`config.mk`:
```
export PLATFORM = sky130hd
export DESIGN_NAME = br_stat_mmio
export DESIGN_NICKNAME = d
export VERILOG_FILES = /design/src/rtl/br_stat_mmio.sv
export SDC_FILE = /design/constraint.sdc
export NUM_CORES = 1
export LEC_CHECK = 0
export ABC_AREA = 1
export CAP_MARGIN = 20
export CORE_MARGIN = 3
export CORE_UTILIZATION = 64
export DETAILED_ROUTE_END_ITERATION = 12
export MAX_ROUTING_LAYER = met4
export PLACE_DENSITY = 0.81
export SETUP_SLACK_MARGIN = 0.4
export SLEW_MARGIN = 20
export SYNTH_ARGS = -nofsm -noshare
export SYNTH_HDL_FRONTEND = slang
export SYNTH_SLANG_ARGS = --single-unit
```
`constraint.sdc`:
```
create_clock -name clk -period 3.77 [get_ports clk]
set_clock_uncertainty 0.2 [all_clocks]
set_input_delay 0.754 -clock clk [delete_from_list [all_inputs] [get_ports clk]]
set_output_delay 0.754 -clock clk [all_outputs]
set_load 0.01 [all_outputs]
```
`src/rtl/br_stat_mmio.sv`:
```
// rtl/br_stat_mmio.sv - branch-prediction statistics counters behind a 16-bit MMIO window
`timescale 1ns/1ps
module br_stat_mmio #(
  parameter logic [15:0] BASE_ADDR = 16'hC010,
  parameter int          CNT_W     = 32,
  parameter logic        EN_RST    = 1'b1
) (
  input  logic        clk,
  input  logic        rst_n,
  input  logic [15:0] addr,
  input  logic [15:0] wdata,
  input  logic        mm_we,
  input  logic        mm_re,
  output logic [15:0] rdata,
  input  logic        inc_br_cnt,
  input  logic        inc_hit_cnt,
  input  logic        inc_mispr_cnt
);

  localparam int HI_W = CNT_W - 16;
  localparam logic [CNT_W-1:0] CNT_ONE = {{(CNT_W-1){1'b0}}, 1'b1};

  logic             sel, rd, wr;
  logic [3:0]       off;
  logic             enable, freeze;
  logic [3:0]       status;
  logic [CNT_W-1:0] br_cnt, hit_cnt, mispr_cnt, cyc_cnt;
  logic [HI_W-1:0]  br_sh, hit_sh, mispr_sh, cyc_sh;
  logic             active, ctrl_wr, clr, stat_wr;
  logic [3:0]       inc, wrap, w1c, cap;
  logic             unused_wdata;

  // Address decode: the block owns a 16-register window at BASE_ADDR
  assign sel     = (addr[15:4] == BASE_ADDR[15:4]);
  assign off     = addr[3:0];
  assign rd      = sel & mm_re;
  assign wr      = sel & mm_we;
  assign ctrl_wr = wr & (off == 4'd0);
  assign stat_wr = wr & (off == 4'd1);
  assign clr     = ctrl_wr & wdata[1];
  assign w1c     = stat_wr ? wdata[3:0] : 4'b0000;
  assign unused_wdata = ^wdata[15:4];

  // Event vector ordered {CYC, MISPR, HIT, BR}; pulses are dropped while inactive
  assign active = enable & ~freeze;
  assign inc    = {4{active}} & {1'b1, inc_mispr_cnt, inc_hit_cnt, inc_br_cnt};
  assign wrap   = inc & {&cyc_cnt, &mispr_cnt, &hit_cnt, &br_cnt};

  // A lo read latches the matching upper half so a following hi read is coherent
  assign cap = {4{rd}} & {off == 4'd8, off == 4'd6, off == 4'd4, off == 4'd2};

  // CTRL register: enable/freeze take the written bits; clear is a pulse, never stored
  always_ff @(posedge clk or negedge rst_n) begin
    if (!rst_n) begin
      enable <= EN_RST;
      freeze <= 1'b0;
    end else if (ctrl_wr) begin
      enable <= wdata[0];
      freeze <= wdata[2];
    end
  end

  // Event counters: clear overrides any increment on the same edge, wrap is modular
  always_ff @(posedge clk or negedge rst_n) begin
    if (!rst_n) begin
      br_cnt    <= '0;
      hit_cnt   <= '0;
      mispr_cnt <= '0;
      cyc_cnt   <= '0;
    end else if (clr) begin
      br_cnt    <= '0;
      hit_cnt   <= '0;
      mispr_cnt <= '0;
      cyc_cnt   <= '0;
    end else begin
      if (inc[0]) br_cnt    <= br_cnt + CNT_ONE;
      if (inc[1]) hit_cnt   <= hit_cnt + CNT_ONE;
      if (inc[2]) mispr_cnt <= mispr_cnt + CNT_ONE;
      if (inc[3]) cyc_cnt   <= cyc_cnt + CNT_ONE;
    end
  end

  // Shadow registers hold the pre-increment upper bits seen by the last lo read
  always_ff @(posedge clk or negedge rst_n) begin
    if (!rst_n) begin
      br_sh    <= '0;
      hit_sh   <= '0;
      mispr_sh <= '0;
      cyc_sh   <= '0;
    end else if (clr) begin
      br_sh    <= '0;
      hit_sh   <= '0;
      mispr_sh <= '0;
      cyc_sh   <= '0;
    end else begin
      if (cap[0]) br_sh    <= br_cnt[CNT_W-1:16];
      if (cap[1]) hit_sh   <= hit_cnt[CNT_W-1:16];
      if (cap[2]) mispr_sh <= mispr_cnt[CNT_W-1:16];
      if (cap[3]) cyc_sh   <= cyc_cnt[CNT_W-1:16];
    end
  end

  // Sticky overflow flags: a wrap on the same edge as a W1C keeps the bit set
  always_ff @(posedge clk or negedge rst_n) begin
    if (!rst_n) begin
      status <= 4'b0000;
    end else if (clr) begin
      status <= 4'b0000;
    end else begin
      status <= (status & ~w1c) | wrap;
    end
  end

  // Read mux: combinational, zero whenever the block is not the read target
  always_comb begin
    rdata = 16'h0000;
    if (rd) begin
      case (off)
        4'd0:    rdata = {13'b0, freeze, 1'b0, enable};
        4'd1:    rdata = {12'b0, status};
        4'd2:    rdata = br_cnt[15:0];
        4'd3:    rdata = 16'(br_sh);
        4'd4:    rdata = hit_cnt[15:0];
        4'd5:    rdata = 16'(hit_sh);
        4'd6:    rdata = mispr_cnt[15:0];
        4'd7:    rdata = 16'(mispr_sh);
        4'd8:    rdata = cyc_cnt[15:0];
        4'd9:    rdata = 16'(cyc_sh);
        default: rdata = 16'h0000;
      endcase
    end
  end

endmodule

```
==> results_dict.tcl <==
set metrics [dict create \
    grt_overflow 0 \
    r2r_slack_ps 1330 \
    layout_setup_ws_ps 405.5 \
    yosysWarningCount 0 \
    avgSynthCellArea_um2 6.927 \
    grt_pass1_vias 10750 \
    synthToLayoutAreaGrowth_pct 13.80 \
    worst-endpoint-arrival_ps 2410 \
    tightest_slew_ps 666.0 \
    wirelength_mm 33.69 \
    synth-seq-area-share 0.4236 \
    cts_max_level 4 \
    drive_gt1_frac 0.09091 \
    cts.reportedPaths.clkPinSlew_ps 80 \
    report.final.slew_viol_count 0 \
    synth_area_leaders "dfrtp_1, nor2_1, nand2_1" \
    placementRows 48 \
    core_um2 17600 \
    cts_tree "yes" \
    dpl_worst_slack_ps -188.3 \
    powerDensity_nw_per_um2 317.2 \
    dr.pass1.iters 5 \
    leakage_nw 6.581 \
    vias 11420 \
    die_h_um 141.2 \
    dpl.hpwl_mm 24.21 \
    grt_max_degree 79 \
    ys_seq_elements 198 \
    clk_path_buf_depth 2 \
    fmax_mhz 297.2 \
    slew-limit-headroom 0.5560 \
    vias_per_cell 5.716 \
    start_kind "input pin" \
    hold_buffers 0 \
    path_max_fanout 14 \
    timing.hold.ws_ps 120.8 \
    ir_drop_v 0.0003482 \
    clock_sinks 198 \
    synth_cell_types 35 \
    status "completed" \
    syn_nets 1732 \
    hold_violations 0 \
    netlist_area_um2 11700 \
    ios 55 \
    ant_nets 0 \
    fin_crit_sh 0.8924 \
    numCtsBuffers 17 \
    min_period_ps 3365 \
    dieArea_um2 19940 \
    cts_root_buf "clkbuf_16" \
    final.fill_count 1385 \
    grtUsageTotal 0.3563 \
    final_nets 1801 \
    design_power_total_mw 4.223 \
    setup_viol 0 \
    clk_latency_ps 450 \
    synth_top_cell_area_share 0.4213 \
    chipWidth_um 141.2 \
    rsz0062_at_grt "yes" \
    drv_cap 0 \
    grt_pass1_wl_mm 54.63 \
    synth_top_area_cell "dfrtp_1" \
    critPathKind "in -> out" \
    min_path_type "in -> async" \
    synthesis.instances 1689 \
    cp_data_required_time_ps 2820 \
    worstSetupEndpointType "primary output" \
    port_buffers 42 \
    tns_ps 0 \
    antenna_found_initial 1 \
    drt_first_iter_violations 1163 \
    drc 0 \
    initial_core_util 0.6649 \
    place_congestion 0.9513 \
    wire_per_inst_um 16.87 \
]
sequential cells by signal (all words and copies together) (netlist names):
register and count:
br_sh 16, hit_sh 16, enable 1, br_cnt 32, cyc_cnt 32, cyc_sh 16
status 4, hit_cnt 32, mispr_cnt 32, mispr_sh 16, freeze 1
what timing repair did:
item,in CTS,in global routing
setup endpoints to repair,16,16
resized for setup,59,27
setup buffers,1,0
pin swaps,5,4
gates cloned,1,0
path summary, 6_finish.rpt:
check,start,to,depth (start not counted)
max,addr[9],rdata[3],9
min,rst_n,hit_cnt[26]$_DFFE_PN0P_,1
max reg2reg,enable$_DFFE_PN1P_,hit_cnt[21]$_DFFE_PN0P_,7
min reg2reg,cyc_sh[7]$_DFFE_PN0P_,cyc_sh[7]$_DFFE_PN0P_,2
max in group asynchronous,rst_n,enable$_DFFE_PN1P_,2
min in group clk,cyc_sh[7]$_DFFE_PN0P_,cyc_sh[7]$_DFFE_PN0P_,2
per-layer routing:
layer / part of all wire / vias up / global-route usage / routed length, um
met5: 0 / - / - / 0
met4: 0.028 / 0 / 0.1147 / 958
met3: 0.095 / 70 / 0.06886 / 3184
met2: 0.44 / 579 / 0.5232 / 14860
met1: 0.44 / 5283 / 0.5025 / 14690
li1: - / 5483 / - / -
per-stage QoR:
stage | util | instances | instance area (um^2)
2_1_floorplan | - | 1689 | 11700
3_3_place_gp | 0.7178 | 1962 | 12630
3_5_place_dp | 0.7178 | 1962 | 12630
4_1_cts | 0.7554 | 1996 | 13290
5_1_grt | 0.7566 | 1997 | 13310
6_report | 0.7566 | 1997 | 13310
logic make-up (layout without fill, tap and decap cells):
logic type | after synthesis | after routing | synth area share
simple gates | 1049 | 1049 | 0.3775
buf+inv | 208 | 290 | 0.07443
flops | 198 | 198 | 0.4236
compound gates | 176 | 176 | 0.07978
xor+xnor | 54 | 54 | 0.04042
fa+ha+maj | 4 | 4 | 0.004278
other cells | 0 | 1 | 0
placed cells by master (no fill, tap or decap), types with 33 or more instances in the layout:
| cell | netlist | routed |
|---|---|---|
| a21oi_1 | 44 | 38 |
| dfrtp_1 | 197 | 197 |
| nand2_1 | 397 | 396 |
| nand3_1 | 96 | 95 |
| inv_1 | 154 | 150 |
| buf_4 | 7 | 40 |
| nand4_1 | 33 | 33 |
| nor2_1 | 445 | 444 |
| xor2_1 | 51 | 51 |
| o21ai_0 | 106 | 98 |
cell usage after synthesis, drive strengths merged:
cell type and count:
nand3b 9, a31oi 4, clkbuf 6, ha 4, o21bai 7, nor4 2
nand3 97, a21oi 44, a22o 6, o211ai 3, nand2 402, nor2 471
o21ai 112, dfstp 1, xor2 51, and3 1, nor3 29, nor3b 4
nand4 34, dfrtp 197, buf 36, xnor2 3, inv 166
power breakdown:
part | switching (mW) | total (mW) | internal [mW] | leakage, nW
combinational | 0.104 | 0.161 | 0.0573 | 3.75
sequential | 0.00243 | 2.13 | 2.12 | 2.53
clock | 0.925 | 1.94 | 1.01 | 0.292
total | 1.03 | 4.22 | 3.19 | 6.58
area by class of cell:
class                      instances  area, um^2  area share
timing repair buffer              91       853.3     0.06409
clock inverter                    15       192.7     0.01447
antenna                            1       2.502   0.0001880
multi-input combinational       1283        5968      0.4483
clock buffer                      17       425.4     0.03195
timing repair inverter             1       5.005   0.0003759
sequential                       198        4956      0.3722
tap                              225       281.5     0.02114
inverter                         166       629.4     0.04727
worst max-delay path, stage by stage:
cell             delay [ps]
clkdlybuf4s50_1         430
nor2_1                  120
nand2_1                  90
nor2_4                  150
nand3_4                 110
nor2_4                  160
inv_4                   110
a21oi_2                 190
dlygate4sd2_1           300
(Power assumes the default switching activity.)
